==> src/rtl/mc_control_fsm.sv <==
// Multi-cycle RV32I main controller: sequences PC/IR/memory/regfile enables and ALU/mux selects.
// Latency: Moore outputs follow the state register; ImmSrc follows op and BEQ's PCWrite follows zero combinationally.
// Backpressure: none; an unsupported instruction parks the FSM in TRAP until reset.
module mc_control_fsm (
    input  logic       clk,
    input  logic       rst_n,
    input  logic [6:0] op,
    input  logic [2:0] funct3,
    input  logic       funct7b5,
    input  logic       zero,
    output logic       PCWrite,
    output logic       AdrSrc,
    output logic       MemWrite,
    output logic       IRWrite,
    output logic       RegWrite,
    output logic [1:0] ResultSrc,
    output logic [1:0] ALUSrcA,
    output logic [1:0] ALUSrcB,
    output logic [2:0] ALUControl,
    output logic [1:0] ImmSrc,
    output logic       illegal,
    output logic       instr_done,
    output logic [3:0] state
);

    localparam logic [3:0] S_RESET    = 4'd0;
    localparam logic [3:0] S_FETCH    = 4'd1;
    localparam logic [3:0] S_DECODE   = 4'd2;
    localparam logic [3:0] S_MEMADR   = 4'd3;
    localparam logic [3:0] S_MEMREAD  = 4'd4;
    localparam logic [3:0] S_MEMWB    = 4'd5;
    localparam logic [3:0] S_MEMWRITE = 4'd6;
    localparam logic [3:0] S_EXECR    = 4'd7;
    localparam logic [3:0] S_EXECI    = 4'd8;
    localparam logic [3:0] S_ALUWB    = 4'd9;
    localparam logic [3:0] S_BEQ      = 4'd10;
    localparam logic [3:0] S_JAL      = 4'd11;
    localparam logic [3:0] S_TRAP     = 4'd12;

    localparam logic [6:0] OP_LW   = 7'b0000011;
    localparam logic [6:0] OP_SW   = 7'b0100011;
    localparam logic [6:0] OP_R    = 7'b0110011;
    localparam logic [6:0] OP_ADDI = 7'b0010011;
    localparam logic [6:0] OP_BEQ  = 7'b1100011;
    localparam logic [6:0] OP_JAL  = 7'b1101111;

    logic [3:0] next_state;

    always_ff @(posedge clk or negedge rst_n) begin
        if (!rst_n) state <= S_RESET;
        else        state <= next_state;
    end

    always_comb begin
        next_state = state;
        case (state)
            S_RESET:    next_state = S_FETCH;
            S_FETCH:    next_state = S_DECODE;
            S_DECODE: begin
                if (op == OP_LW || op == OP_SW)                next_state = S_MEMADR;
                else if (op == OP_R    && funct3 == 3'b000)    next_state = S_EXECR;
                else if (op == OP_ADDI && funct3 == 3'b000)    next_state = S_EXECI;
                else if (op == OP_BEQ  && funct3 == 3'b000)    next_state = S_BEQ;
                else if (op == OP_JAL)                         next_state = S_JAL;
                else                                           next_state = S_TRAP;
            end
            S_MEMADR:   next_state = (op == OP_LW) ? S_MEMREAD : S_MEMWRITE;
            S_MEMREAD:  next_state = S_MEMWB;
            S_MEMWB:    next_state = S_FETCH;
            S_MEMWRITE: next_state = S_FETCH;
            S_EXECR:    next_state = S_ALUWB;
            S_EXECI:    next_state = S_ALUWB;
            S_ALUWB:    next_state = S_FETCH;
            S_BEQ:      next_state = S_FETCH;
            S_JAL:      next_state = S_ALUWB;
            S_TRAP:     next_state = S_TRAP;
            default:    next_state = S_TRAP;
        endcase
    end

    always_comb begin
        PCWrite    = 1'b0;
        AdrSrc     = 1'b0;
        MemWrite   = 1'b0;
        IRWrite    = 1'b0;
        RegWrite   = 1'b0;
        ResultSrc  = 2'b00;
        ALUSrcA    = 2'b00;
        ALUSrcB    = 2'b00;
        ALUControl = 3'b000;
        illegal    = 1'b0;
        instr_done = 1'b0;
        case (state)
            S_FETCH: begin
                IRWrite   = 1'b1;
                PCWrite   = 1'b1;
                ALUSrcB   = 2'b10;
                ResultSrc = 2'b10;
            end
            S_DECODE: begin
                ALUSrcA = 2'b01;
                ALUSrcB = 2'b01;
            end
            S_MEMADR: begin
                ALUSrcA = 2'b10;
                ALUSrcB = 2'b01;
            end
            S_MEMREAD:  AdrSrc = 1'b1;
            S_MEMWB: begin
                ResultSrc  = 2'b01;
                RegWrite   = 1'b1;
                instr_done = 1'b1;
            end
            S_MEMWRITE: begin
                AdrSrc     = 1'b1;
                MemWrite   = 1'b1;
                instr_done = 1'b1;
            end
            S_EXECR: begin
                ALUSrcA    = 2'b10;
                ALUControl = {2'b00, funct7b5};
            end
            S_EXECI: begin
                ALUSrcA = 2'b10;
                ALUSrcB = 2'b01;
            end
            S_ALUWB: begin
                RegWrite   = 1'b1;
                instr_done = 1'b1;
            end
            // zero only matters here; glitches elsewhere never reach PCWrite
            S_BEQ: begin
                ALUSrcA    = 2'b10;
                ALUControl = 3'b001;
                PCWrite    = zero;
                instr_done = 1'b1;
            end
            S_JAL: begin
                ALUSrcA = 2'b01;
                ALUSrcB = 2'b10;
                PCWrite = 1'b1;
            end
            S_TRAP:  illegal = 1'b1;
            default: ;
        endcase
    end

    always_comb begin
        ImmSrc = 2'b00;
        case (op)
            OP_SW:   ImmSrc = 2'b01;
            OP_BEQ:  ImmSrc = 2'b10;
            OP_JAL:  ImmSrc = 2'b11;
            default: ImmSrc = 2'b00;
        endcase
    end

endmodule

==> config.mk <==
export PLATFORM = sky130hd
export DESIGN_NAME = mc_control_fsm
export DESIGN_NICKNAME = d
export VERILOG_FILES = /design/src/rtl/mc_control_fsm.sv
export SDC_FILE = /design/constraint.sdc
export NUM_CORES = 1
export LEC_CHECK = 0
export ABC_AREA = 1
export BUFFER_PORTS_ARGS = -buffer_cell sky130_fd_sc_hd__clkbuf_2
export CORE_UTILIZATION = 44
export DETAILED_ROUTE_END_ITERATION = 7
export PLACE_DENSITY_LB_ADDON = 0.08
export SYNTH_ARGS = -nofsm -noshare
export SYNTH_HDL_FRONTEND = slang
export SYNTH_SLANG_ARGS = --single-unit
==> constraint.sdc <==
create_clock -name clk -period 1.6 [get_ports clk]
set_input_delay 0.08 -clock clk [delete_from_list [all_inputs] [get_ports clk]]
set_output_delay 0.08 -clock clk [all_outputs]
set_load 0.01 [all_outputs]
# Word level (Yosys, flattened, before mapping)
# Index checks and enable logic that the tools add are counted.
op_classes:
  mux: 19
  reduce_logical: 15
  eq_ne: 18
ops:
  columns: ["op", "n"]
  rows:
  - ["case mux 4 bit (6 select lines)", 1]
  - ["== test 4 bit (second input constant)", 5]
  - ["== test 4 x 3 -> 1 bit (second input constant)", 4]
  - ["== test 7 x 6 -> 1 bit (second input constant)", 2]
  - ["== test 7 bit (second input constant)", 2]
  - ["case mux 2 bit (2 select lines)", 3]
  - ["two-way mux 3 bit", 3]
  - ["== test 4 x 2 -> 1 bit (second input constant)", 2]
  - ["two-way mux 4 bit", 2]
  - ["OR reduction 2 bit", 4]
  - ["OR reduction 4 bit", 2]
  - ["== test 7 x 2 -> 1 bit (second input constant)", 1]
  - ["== test 7 x 5 -> 1 bit (second input constant)", 1]
  - ["two-way mux 1 bit", 6]
  - ["case mux 2 bit (3 select lines)", 1]
  - ["OR reduction 3 bit", 2]
  - ["OR reduction 5 bit", 1]
  - ["== test 4 x 1 -> 1 bit (second input constant)", 1]
  - ["zero test 4 bit", 1]
  - ["case mux 1 bit (2 select lines)", 2]
  - ["logical AND 1 bit", 3]
  - ["zero test 3 bit", 1]
  - ["two-way mux 2 bit", 1]
  - ["logical OR 1 bit", 1]
word_totals:
  reg_bits: 4
  out_inout_bits: 22
  elab_cells: 53

# Logic depth before layout (Yosys ltp)
depth:
  ltp_word: 7
  depth_mapped: 9

# Worst setup path after synthesis
# OpenSTA, ideal clock, no wires.
synth_timing:
  path_kind: "flip-flop to output port"
  start: "reg state[0]"
  end: "out instr_done"
  t_arrival_ns: 1.092
  path_slack_ns: 0.428
  path_buffers: 1
  t_required_ns: 1.520
  stages_incl_launch_ff: 8
  path_cell_list: "dfrtp_1 > buf_4 > inv_2 > nor2_1 > inv_2 > a21oi_2 > nor3b_2 > inv_1"
synth_between:
  elab_chain_cells: 3
  elab_cells_between_ends: 6
  classes_between: "eq/ne: 4; mux: 1; reduce/logical: 1"
synth_lines:
  columns: ["item", "line", "text"]
  rows:
  - ["from (decl)", "23", "output logic [3:0] state"]
  - ["from (signal assigned)", "51", "else state <= next_state;"]
  - ["== test 4 bit / == test 4 x 3 -> 1 bit (equally long branches)", "93", "case (state)"]
  - ["OR reduction 4 bit (no source line) (*)", null, null]
  - ["two-way mux 1 bit (*)", "93", null]
  - ["to (decl)", "22", "output logic instr_done,"]
# Mark *: on every way between the ends. The rest lies on a longest branch, timed or not.

# Final worst setup path
layout_timing:
  start: "reg state[2]"
  end: "out PCWrite"
layout_between:
  elab_chain_cells: 3
  elab_cells_between_ends: 5
  classes_between: "eq/ne: 3; mux: 1; reduce/logical: 1"
layout_lines:
  columns: ["item", "line", "text"]
  rows:
  - ["== test 4 bit / == test 4 x 1 -> 1 bit (equally long branches)", "93", null]
  - ["OR reduction 2 bit (no source line)", null, null]
  - ["case mux 1 bit (2 select lines) (*)", "93", null]
  - ["to (decl)", "11", "output logic PCWrite,"]
# Marks and branches as above.

==> results.md <==
* Die H at 38.3 um
* Initial Util at 49.5%
* Largest regs: state (4)
* Max stage delay cell, worst path: dfrtp_1
* Static leakage at 0.452 nW
* Area leader, netlist: dfrtp_1
* Clock share of power at 44.5%
* RD Place Congestion at 0.822
* Final global-route overflow total at 0
* Dominant cells by area after synthesis: dfrtp_1, nand2_1, nand3_1, nor2_1, inv_2
* Peak supply drop at 0.439 mV
* Type of the worst setup path: flip-flop to output pin
* Mapped cell area at 579 um^2
* Setup TNS at 0 ns
* HPWL after detailed placement at 1140 um
* Initial DRC count at 22
* Biggest register: state
* Mapped Avg Cell Area at 5.85 um^2
* Status: complete, no violations
* Top delay family on crit path: flip-flops
* Final Non-Filler Cells at 147
* R2r startpoint: state[2]$_DFF_PN0_
* Postcts setup bufs at 0
* Worst hold path type: input port to async pin
* Number of global-route vias before repair at 590
* Crit path buf inv count at 3
* Post-synth EDFFs at 0
* Synth Instances at 99
* Overall die area at 1470 um^2
* First-pass GRT wire length at 2340 um
* Hold Slack at 0.215 ns
* Pins Over Slew Limit at 0
* Area grow syn2layout at 32.8%
* CTS Buf Count at 3
* CP arrival at 1.39 ns
* Via count at 725
* Synth top area share at 17.3%
* Htree depth at 1
* Row count at 12
* Remaining antenna violation count at 0
* Internal power at 206 uW
* Port Buffers at 33
* RSZ-0062 raised after global routing: false
* Die W at 38.3 um
* Placed inst area at 736 um^2
* Final clock skew at 0.000256 ns
* Mean routed wirelength per cell at 9.65 um
* Worst setup margin at 0.129 ns
* Pwr Density at 353 nW/um^2
* Comb pwr share at 18.0%
* IO Pins at 36
* Clock Tree Buf Depth at 2
* Clock Latency Late Sink at 0.23 ns
* CP max stage delay at 0.48 ns
* Routed WL at 1420 um
* Pin count of the biggest net entering global routing at 10
* Switching Fraction at 24.3%
* Initial antenna violation count at 0
* Crit path required time at 1.52 ns
* Layout cells sized above 1 at 43.6%
* CP Capture Type: output pin
* Setup crit start kind: flip-flop
* DRT Pass-1 Iters at 4
* Sequential area share after synthesis at 17.3%
* Drt via density at 4.93
* Async S/R FF share, synth at 100%
* Count leader, synth: nand2_1
* Fillers at 123
* Most common cell on crit path: inv_2
* Setup WS pre-CTS at 0.345 ns
* Overall power of the completed layout at 272 uW
* Root Driver: clkbuf_4
* Commonest cells in the netlist: nand2_1, nor2_1, inv_2, nand3_1, inv_1
* Fin. Hold Viols at 0
* Part of the power in registers at 37.4%
* Final #Nets at 149
* Primary FF master, synth: dfrtp_1
* Cells along the critical path: nor2_4 > inv_2 > nor2_2 > inv_2 > nand3_1 > clkbuf_2
* Max-cap violations at 0
* Fin crit share at 92.0%
* Core Util, Final at 65.7%
* P_sw at 66.0 uW
* Path depth of the worst reg2reg path at 7
* Count of unique library cells instantiated by Yosys at 23
* R2R Path End: state[3]$_DFF_PN0_
* CTS clk-pin slew, worst paths at 0.04 ns
* # diodes at 0
* Final Instance Area at 769 um^2
* Max reg flops at 4
* Synth Register Bits at 4
* Synthesis Warnings at 0
* Core area at 1170 um^2
* CTS tree: built
* GRT Util Overall at 22.6%
* # DRC at 0
* R2r setup slk at 0.44 ns
* Fin crit period at 1.47 ns
* Highest clock rate at 680 MHz
* Setup violations, final at 0
* CTS sink cnt at 4
* CP max FO at 6
* Placed Cells at 143
placed cells by master (no fill, tap or decap), types with 2 or more instances in the layout:
cell type  instances
o21ai_0            2
nand2_1           22
o21ai_1            3
conb_1             2
dfrtp_1            3
nand2_2            2
nor2_1            13
clkbuf_4           3
clkbuf_2          33
inv_1              9
inv_2             10
nor3_1             3
nor2_4             3
nor2_2             2
nand4_1            2
a21oi_1            2
nand3_1           10
how the worst max path moves through the flow:
stage,startpoint,to,slack [ns],depth (start not counted)
2_1_floorplan,state[0]$_DFF_PN0_,instr_done,0.43,7
3_3_place_gp,state[0]$_DFF_PN0_,instr_done,0.34,7
3_5_place_dp,state[0]$_DFF_PN0_,PCWrite,0.35,7
4_1_cts,state[0]$_DFF_PN0_,PCWrite,0.08,7
5_1_grt,state[2]$_DFF_PN0_,PCWrite,0.06,6
6_report,state[2]$_DFF_PN0_,PCWrite,0.13,6
kinds of logic (layout without fill, tap and decap cells):
group / after synthesis / in the layout / synth area share [%]
AOI/OAI and AO/OA: 11 / 11 / 11.7
other: 1 / 2 / 0.647
DFF: 4 / 4 / 17.3
buffers and inverters: 23 / 56 / 17.5
and+or+nand+nor: 60 / 60 / 52.9
worst register-to-register path, cell delays in order, from the launching register on:
cell     delay, ns
dfrtp_1       0.51
nor2_4        0.09
inv_2         0.08
nor2_2        0.04
inv_2         0.07
nand2_1       0.05
nor2_1        0.11
o21ai_1       0.09
cell type report:
| cell class | instances | area [um^2] | area share [%] |
|---|---|---|---|
| clock buffers | 3 | 22.5 | 2.93 |
| inverters | 19 | 71.3 | 9.27 |
| multi-input cells | 73 | 382 | 49.6 |
| flip-flops and latches | 4 | 101 | 13.2 |
| well taps | 14 | 17.5 | 2.28 |
| repair buffers | 34 | 175 | 22.8 |
layer usage:
layer	vias to the layer above	GRT usage [%]	routed length, um
li1	381	-	-
met1	318	29.4	679
met2	26	34.7	676
met3	0	5.23	64
met4	0	10.7	0
met5	-	0	0
power by group through the flow:
stage	registers, mW	clock network [mW]	logic, mW
floorplan	0.103	0	0.0250
CTS	0.102	0.127	0.0489
finish	0.102	0.121	0.0490
detailed placement	0.103	0	0.0468
global route	0.102	0.133	0.0555
global placement	0.103	0	0.0457
repair_timing:
action | CTS | global route
endpoints found under the hold margin | 4 | 0
gates resized for setup | 0 | 1
hold buffers | 1 | 0
setup endpoints to repair | 0 | 1
(Power assumes the default switching activity.)
